===== src/rtl/bus_pkg.sv =====
// Shared types and constants for the two-requester bus arbiter.
package bus_pkg;

    typedef enum logic {
        IDLE = 1'b0,
        BUSY = 1'b1
    } arb_state_t;

    localparam int          CNT_W        = 16;
    localparam logic [31:0] ERR_DATA_DEF = 32'hDEAD_BEEF;

    typedef struct packed {
        logic        valid;
        logic [31:0] addr;
        logic [31:0] wdata;
        logic [3:0]  wstrb;
    } bus_req_t;

endpackage


===== src/rtl/bus_arbiter.sv =====
// Two-requester round-robin arbiter onto a single downstream port, with a
// per-access wait timeout that completes the access with ERR_DATA.
module bus_arbiter
    import bus_pkg::*;
#(
    parameter int          TIMEOUT_CYCLES = 255,
    parameter logic [31:0] ERR_DATA       = ERR_DATA_DEF
) (
    input  logic        clk,
    input  logic        reset,

    input  logic        m0_valid,
    input  logic [31:0] m0_addr,
    input  logic [31:0] m0_wdata,
    input  logic [3:0]  m0_wstrb,
    output logic        m0_ready,
    output logic [31:0] m0_rdata,

    input  logic        m1_valid,
    input  logic [31:0] m1_addr,
    input  logic [31:0] m1_wdata,
    input  logic [3:0]  m1_wstrb,
    output logic        m1_ready,
    output logic [31:0] m1_rdata,

    output logic        s_valid,
    output logic [31:0] s_addr,
    output logic [31:0] s_wdata,
    output logic [3:0]  s_wstrb,
    input  logic        s_ready,
    input  logic [31:0] s_rdata,

    output logic        timeout_err,
    input  logic        err_clr,
    output logic        grant,
    output logic        busy
);

    localparam logic [CNT_W-1:0] TO_VAL = CNT_W'(TIMEOUT_CYCLES);

    arb_state_t       state;
    logic             grant_q;
    logic             last_q;
    logic [CNT_W-1:0] wait_cnt;
    logic             err_q;

    bus_req_t r0, r1, rg;
    logic     in_busy, done, tmo, cpl, pick;
    logic [31:0] cpl_data;

    assign r0 = '{valid: m0_valid, addr: m0_addr, wdata: m0_wdata, wstrb: m0_wstrb};
    assign r1 = '{valid: m1_valid, addr: m1_addr, wdata: m1_wdata, wstrb: m1_wstrb};
    assign rg = grant_q ? r1 : r0;

    assign in_busy = (state == BUSY);

    // s_ready beats the timeout when both land in the same cycle; reset
    // suppresses any completion so an interrupted access never sees ready.
    assign done = in_busy && rg.valid && s_ready && !reset;
    assign tmo  = in_busy && rg.valid && !s_ready && (wait_cnt == TO_VAL) && !reset;
    assign cpl  = done || tmo;
    assign cpl_data = done ? s_rdata : ERR_DATA;

    // On a tie the requester not granted last wins; a lone requester wins outright.
    assign pick = (m0_valid && m1_valid) ? ~last_q : m1_valid;

    always_comb begin
        s_valid = in_busy && rg.valid && !tmo && !reset;
        s_addr  = in_busy ? rg.addr  : '0;
        s_wdata = in_busy ? rg.wdata : '0;
        s_wstrb = in_busy ? rg.wstrb : '0;
    end

    always_comb begin
        m0_ready = cpl && !grant_q;
        m1_ready = cpl &&  grant_q;
        m0_rdata = m0_ready ? cpl_data : '0;
        m1_rdata = m1_ready ? cpl_data : '0;
    end

    assign grant       = grant_q;
    assign busy        = in_busy;
    assign timeout_err = err_q;

    always_ff @(posedge clk) begin
        if (reset) begin
            state    <= IDLE;
            grant_q  <= 1'b0;
            last_q   <= 1'b1;
            wait_cnt <= '0;
            err_q    <= 1'b0;
        end else begin
            if (tmo)
                err_q <= 1'b1;
            else if (err_clr)
                err_q <= 1'b0;

            case (state)
                IDLE: begin
                    if (m0_valid || m1_valid) begin
                        state    <= BUSY;
                        grant_q  <= pick;
                        wait_cnt <= '0;
                    end
                end
                BUSY: begin
                    if (!rg.valid) begin
                        state <= IDLE;
                    end else if (cpl) begin
                        state  <= IDLE;
                        last_q <= grant_q;
                    end else begin
                        wait_cnt <= wait_cnt + 1'b1;
                    end
                end
                default: state <= IDLE;
            endcase
        end
    end

endmodule

===== config.mk =====
export PLATFORM = sky130hd
export DESIGN_NAME = bus_arbiter
export DESIGN_NICKNAME = d
export VERILOG_FILES = /design/src/rtl/bus_pkg.sv /design/src/rtl/bus_arbiter.sv
export SDC_FILE = /design/constraint.sdc
export NUM_CORES = 1
export LEC_CHECK = 0
export ABC_AREA = 1
export ABC_CLOCK_PERIOD_IN_PS = 2300
export BUFFER_PORTS_ARGS = -buffer_cell sky130_fd_sc_hd__buf_2
export CAP_MARGIN = 20
export CELL_PAD_IN_SITES_DETAIL_PLACEMENT = 1
export CELL_PAD_IN_SITES_GLOBAL_PLACEMENT = 1
export CORE_MARGIN = 2
export CORE_UTILIZATION = 20
export CTS_CLUSTER_DIAMETER = 40
export CTS_CLUSTER_SIZE = 16
export DETAILED_ROUTE_END_ITERATION = 16
export PLACE_DENSITY = 0.89
export RECOVER_POWER = 25
export SYNTH_ARGS = -nofsm -noshare
export SYNTH_HDL_FRONTEND = slang
export SYNTH_SLANG_ARGS = --single-unit
export TNS_END_PERCENT = 1

===== constraint.sdc =====
create_clock -name clk -period 2.3 [get_ports clk]
set_input_delay 0.345 -clock clk [delete_from_list [all_inputs] [get_ports clk]]
set_output_delay 0.345 -clock clk [all_outputs]
set_load 0.05 [all_outputs]

==> results_dict.tcl, run 1 <==
set metrics [dict create \
    start_kind "flop" \
    syn-num-nets 709 \
    gr-total-overflow 0 \
    ir_drop_v 0.000226 \
    finalHoldViolations 0 \
    yosys-top-cells-count "180 x nor2_1, 67 x a21oi_1, 66 x o21ai_0" \
    worstPathArrival_ns 1.93 \
    portBuffers 311 \
    clock-sinks 20 \
    post_drt_wl_per_cell_um 17.8 \
    cts.clk_slew.worst_paths_ns 0.06 \
    synth_top_area_share 0.242 \
    start_util 0.203 \
    synth_edf_count 0 \
    cap_violations 0 \
    synth-main-ff-cell "dfxtp_1" \
    clock-root-buffer "clkbuf_16" \
    tightestPinTransition_ns 0.619 \
    yosysUniqueCellTypes 33 \
    p_per_area_mw_per_mm2 354 \
    rsz0062_at_grt "yes" \
    pin_count 312 \
    power_uw 1950 \
    synth-async-reset-ratio 0 \
    final_core_util 0.399 \
    slew-limit-headroom 0.589 \
    cts_buffer_depth 2 \
    synth_area_sq_mm 0.00280 \
    ys_warn_count 0 \
    post-route-min-period_ns 2.28 \
    drt_iter0_drc 213 \
    first_pass_iters 4 \
    drive_gt1_frac 0.508 \
    p_int_uw 997 \
    numCtsBuffers 3 \
    worst-path-max-fanout 7 \
    fin_crit_sh 0.990 \
    maxSlewViolCount 0 \
    antenna_found_initial 0 \
    cts_tree "yes" \
    grt_usage 0.207 \
    clock-skew-final_ns 0.00453 \
    die_h_um 122 \
    fp.dieW_um 122 \
    drcViolationCount 0 \
    run_status "finished, final reports clean" \
    place_congestion 0.836 \
    insertion_delay_ns 0.26 \
    grt_pass1_wl_um 24600 \
    p_leak_uw 0.00295 \
    num-fill-cells 1836 \
    grt_pass1_vias 4783 \
    die_area_sq_mm 0.0149 \
    yosysTopAreaCell "nor2_1" \
    dp_slack_ns 0.0353 \
    fp-row-count 43 \
    combPwrFrac 0.559 \
    swShare 0.488 \
    syn_avg_cell_area_sq_um 5.23 \
    synth-seq-cells 20 \
    synth.area.top_cells "nor2_1 24%, dfxtp_1 14%, a21oi_1 12%, o21ai_0 12%, nand2_1 7.7%" \
    cp-end-kind "output pin" \
    place_hpwl_um 12900 \
    required_ns 1.96 \
    synth.most_common_cell "nor2_1" \
    hp-class "in -> reg" \
    fin_ws_ns 0.0236 \
    p_sw_uw 950 \
    ant_nets 0 \
    wl_um 18400 \
    diodes 0 \
    yosysSeqAreaShare 0.143 \
    sequentialPowerShare 0.185 \
    nets 1027 \
    avgViaCountPerCell 4.78 \
    max_freq_mhz 439 \
    fin_tns_setup_ns 0 \
    htree_levels 1 \
    grt_max_degree 79 \
    vias 4933 \
    syn_to_final_growth_pct 96.6 \
    netlist_instances 534 \
    crit_type "reg -> out" \
    core-area_sq_mm 0.0138 \
    setup_viol 0 \
    clkPwrFrac 0.257 \
]
path summary, 6_finish.rpt:
path	cells after the start	end	from	slack [ns]
max	10	m0_rdata[2]	wait_cnt[1]	0.02
min	4	timeout_err	err_clr	0.36
max reg2reg	11	wait_cnt[6]	wait_cnt[1]	0.38
min reg2reg	2	timeout_err	timeout_err	0.50
layer usage:
layer,up-vias,global-route usage,share of wire,wire (um)
met3,47,0.0525,0.097,1780
met2,264,0.394,0.52,9560
met1,2273,0.226,0.35,6360
met5,-,0,0,0
li1,2349,-,-,-
met4,0,0.0546,0.037,686
area by class of cell:
cell class,count,area (sq um),share of cell area
inverter,48,195,0.0355
clock inverter,1,30.0,0.00547
multi-input combinational,434,2390,0.435
sequential,20,409,0.0745
clock buffer,3,75.1,0.0137
tap,180,225,0.0410
timing repair buffer,345,2170,0.394
cells in the final DEF (no fill, tap or decap), types with 2 or more instances in the layout:
| cell | Yosys | final |
|---|---|---|
| buf_2 | 3 | 258 |
| nor2_1 | 180 | 178 |
| o21ai_0 | 66 | 66 |
| nand2_1 | 57 | 57 |
| buf_6 | 7 | 43 |
| inv_1 | 44 | 42 |
| a21oi_2 | 0 | 42 |
| buf_4 | 5 | 36 |
| nand3_1 | 21 | 21 |
| a21oi_1 | 67 | 19 |
| dfxtp_1 | 20 | 15 |
| nand2_8 | 0 | 9 |
| a21oi_4 | 1 | 7 |
| nand4_1 | 5 | 5 |
| inv_2 | 2 | 4 |
| xor2_1 | 4 | 4 |
| dfxtp_2 | 0 | 4 |
| buf_12 | 0 | 4 |
| nand2_4 | 4 | 3 |
| o21ai_1 | 3 | 3 |
| clkbuf_16 | 0 | 3 |
| nand2_2 | 3 | 2 |
| nand3_2 | 3 | 2 |
| nand3_4 | 1 | 2 |
| nor2_2 | 0 | 2 |
| nor3_1 | 2 | 2 |
| xnor2_1 | 2 | 2 |
| o211ai_1 | 2 | 2 |
| buf_8 | 1 | 2 |
logic make-up after synthesis:
kind of cell,after synthesis,synth area share
flops,20,0.143
buf+inv,87,0.149
simple gates,279,0.424
xor+xnor,6,0.0188
fa+ha+maj,1,0.00448
compound gates,141,0.261
metrics by stage:
| stage | instances | instance area [sq um] | hold WS, ns |
|---|---|---|---|
| floorplan | 534 | 2960 | 0.470 |
| global placement | 1016 | 4790 | 0.499 |
| detailed placement | 1016 | 4790 | 0.498 |
| CTS | 1022 | 5090 | 0.366 |
| global route | 1031 | 5490 | 0.369 |
| finish | 1031 | 5490 | 0.363 |
critical path, cell delays in order (launching register included):
cell	delay (ns)
dfxtp_4	0.37
ha_4	0.16
nand3_4	0.08
inv_2	0.08
nand2_4	0.07
nor2_4	0.13
nand2_4	0.11
nand2_8	0.19
nand2_8	0.12
a21oi_2	0.17
buf_6	0.18
power by group through the flow:
stage	Clock (uW)	Combinational (uW)	Sequential, uW
after floorplan	0	664	375
after global placement	0	1010	367
after detailed placement	0	1030	367
after CTS	501	1050	360
after global routing	517	1150	360
final	500	1090	360
what timing repair did:
item	CTS	global route
setup endpoints to repair	63	64
hold endpoints to repair	0	0
resized for setup	60	74
cloned	2	5
buffers inserted	0	4
hold buffers	0	0
pin swaps	0	4
registers in the layout, summed over array words and instances, names as in the netlist:
signal	cells
wait_cnt	16
busy	1
grant	1
last_q	1
timeout_err	1
Note: power is estimated with default switching activity, not from simulation.
==> inputs of run 2 (changes only) <==
--- a/config.mk
+++ b/config.mk
@@ -14,10 +14,10 @@
 export CORE_MARGIN = 2
 export CORE_UTILIZATION = 20
 export CTS_CLUSTER_DIAMETER = 40
-export CTS_CLUSTER_SIZE = 16
 export DETAILED_ROUTE_END_ITERATION = 16
-export PLACE_DENSITY = 0.89
+export PLACE_DENSITY = 0.88
 export RECOVER_POWER = 25
+export SLEW_MARGIN = 10
 export SYNTH_ARGS = -nofsm -noshare
 export SYNTH_HDL_FRONTEND = slang
 export SYNTH_SLANG_ARGS = --single-unit
==> results_dict.tcl, run 2 (same netlist as run 1, synthesis figures left out) <==
set metrics [dict create \
    run_status "finished, violations left" \
    violations "setup timing" \
    cp_slowest_cell "dfxtp_4" \
    setup_viol 1 \
    core-area_sq_mm 0.0138 \
    finalHoldViolations 0 \
    cp_top_family "buffers and inverters" \
    most-common-layout-cells "251 x buf_2, 180 x nor2_1, 67 x o21ai_0" \
    avgViaCountPerCell 4.70 \
    fp-row-count 43 \
    cts.clk_slew.worst_paths_ns 0.06 \
    wl_um 16700 \
    required_ns 1.96 \
    htree_levels 1 \
    max_stage_delay_ns 0.41 \
    p_int_uw 879 \
    swShare 0.510 \
    worst-path-max-fanout 11 \
    start_kind "flop" \
    holdBufCountCts 0 \
    cap_violations 0 \
    clkPwrFrac 0.205 \
    crit_chain "inv_4 -> nand2_2 -> nand4_4 -> inv_6 -> buf_4 -> nand2_1 -> nor2_1 -> clkbuf_4" \
    cp-end-kind "output pin" \
    clock-sinks 20 \
    place_congestion 0.842 \
    final_core_util 0.376 \
    rsz0062_at_grt "yes" \
    ir_drop_v 0.000265 \
    crit_type "reg -> out" \
    post_drt_wl_per_cell_um 16.5 \
    drive_gt1_frac 0.489 \
    grt_pass1_wl_um 23700 \
    die_h_um 122 \
    maxSlewViolCount 0 \
    clock-root-buffer "clkbuf_16" \
    start_util 0.203 \
    num-fill-cells 1881 \
    diodes 0 \
    finalNonFillerCells 1012 \
    grt_usage 0.198 \
    top_register "wait_cnt" \
    tightestPinTransition_ns 1.24 \
    slew-limit-headroom 0.164 \
    drcViolationCount 0 \
    gr-total-overflow 0 \
    vias 4761 \
    sequentialPowerShare 0.201 \
    portBuffers 311 \
    hp-class "in -> reg" \
    nets 1009 \
    p_per_area_mw_per_mm2 346 \
    grt_max_degree 79 \
    place_hpwl_um 12600 \
    cts_buffer_depth 2 \
    antenna_found_initial 0 \
    insertion_delay_ns 0.26 \
    worstPathArrival_ns 1.96 \
    largest_reg_flops 16 \
    numCtsBuffers 3 \
    cts_tree "yes" \
    p_sw_uw 914 \
    fp.dieW_um 122 \
    clock-skew-final_ns 0.00359 \
    final_common_cell "buf_2" \
    die_area_sq_mm 0.0149 \
    first_pass_iters 4 \
    pin_count 312 \
    grt_pass1_vias 4631 \
    drt_iter0_drc 155 \
    fin_ws_ns -0.00318 \
    post-route-min-period_ns 2.30 \
    power_uw 1790 \
    syn_to_final_growth_pct 85.3 \
    path_buf_inv 4 \
    ant_nets 0 \
    max_freq_mhz 434 \
    placed_cells 1007 \
    combPwrFrac 0.594 \
    fin_crit_sh 1.00 \
    p_leak_uw 0.00280 \
]
==> run 2: layout make-up <==
cell class | instances | area, sq um | area share
Inverter | 48 | 188 | 0.0362
Tap cell | 180 | 225 | 0.0435
Sequential cell | 20 | 412 | 0.0795
Timing Repair Buffer | 332 | 2030 | 0.392
Multi-Input combinational cell | 429 | 2250 | 0.434
Clock buffer | 3 | 75.1 | 0.0145
==> run 2: tightest hold or removal path, cell delays in order <==
cell,delay (ns)
buf_2,0.07
inv_1,0.03
nand2_1,0.05
a21oi_1,0.07
==> run 2: power groups by stage <==
stage / Combinational [uW] / Clock (uW) / Sequential, uW
finish: 1070 / 368 / 360
CTS: 1050 / 371 / 360
floorplan: 664 / 0 / 375
global placement: 1020 / 0 / 367
detailed placement: 1030 / 0 / 367
global route: 1130 / 387 / 360
==> run 2: final timing paths <==
kind	slack, ns	start	cells past startpoint	end
worst min register to register	0.49	timeout_err	2	timeout_err
worst min-delay path	0.37	err_clr	4	timeout_err
worst max register to register	0.46	busy	6	wait_cnt[3]
worst max-delay path	-0.003	grant	8	m0_rdata[14]
==> run 2: per-layer routing <==
metal | GRT usage | routed length, um | part of all wire | vias up
li1 | - | - | - | 2310
met1 | 0.224 | 6400 | 0.38 | 2218
met2 | 0.366 | 8390 | 0.50 | 210
met3 | 0.0548 | 1610 | 0.096 | 23
met4 | 0.0445 | 338 | 0.020 | 0
met5 | 0 | 0 | 0 | -
==> run 2: stage by stage <==
| stage | setup WS, ns | cell area [sq um] | setup TNS [ns] | hold slack (ns) |
|---|---|---|---|---|
| floorplan | -0.261 | 2960 | -8.54 | 0.470 |
| global placement | 0.187 | 4720 | 0 | 0.494 |
| detailed placement | 0.0752 | 4720 | 0 | 0.480 |
| CTS | -0.0304 | 5000 | -0.0709 | 0.366 |
| global route | -0.0723 | 5180 | -0.962 | 0.382 |
| finish | -0.00318 | 5180 | -0.00318 | 0.366 |
==> run 2: timing repair <==
| item | in CTS | in global routing |
|---|---|---|
| setup buffers | 0 | 0 |
| gates cloned | 2 | 0 |
| pin swaps | 1 | 1 |
| setup endpoints to repair | 52 | 76 |
| gates resized for setup | 57 | 53 |
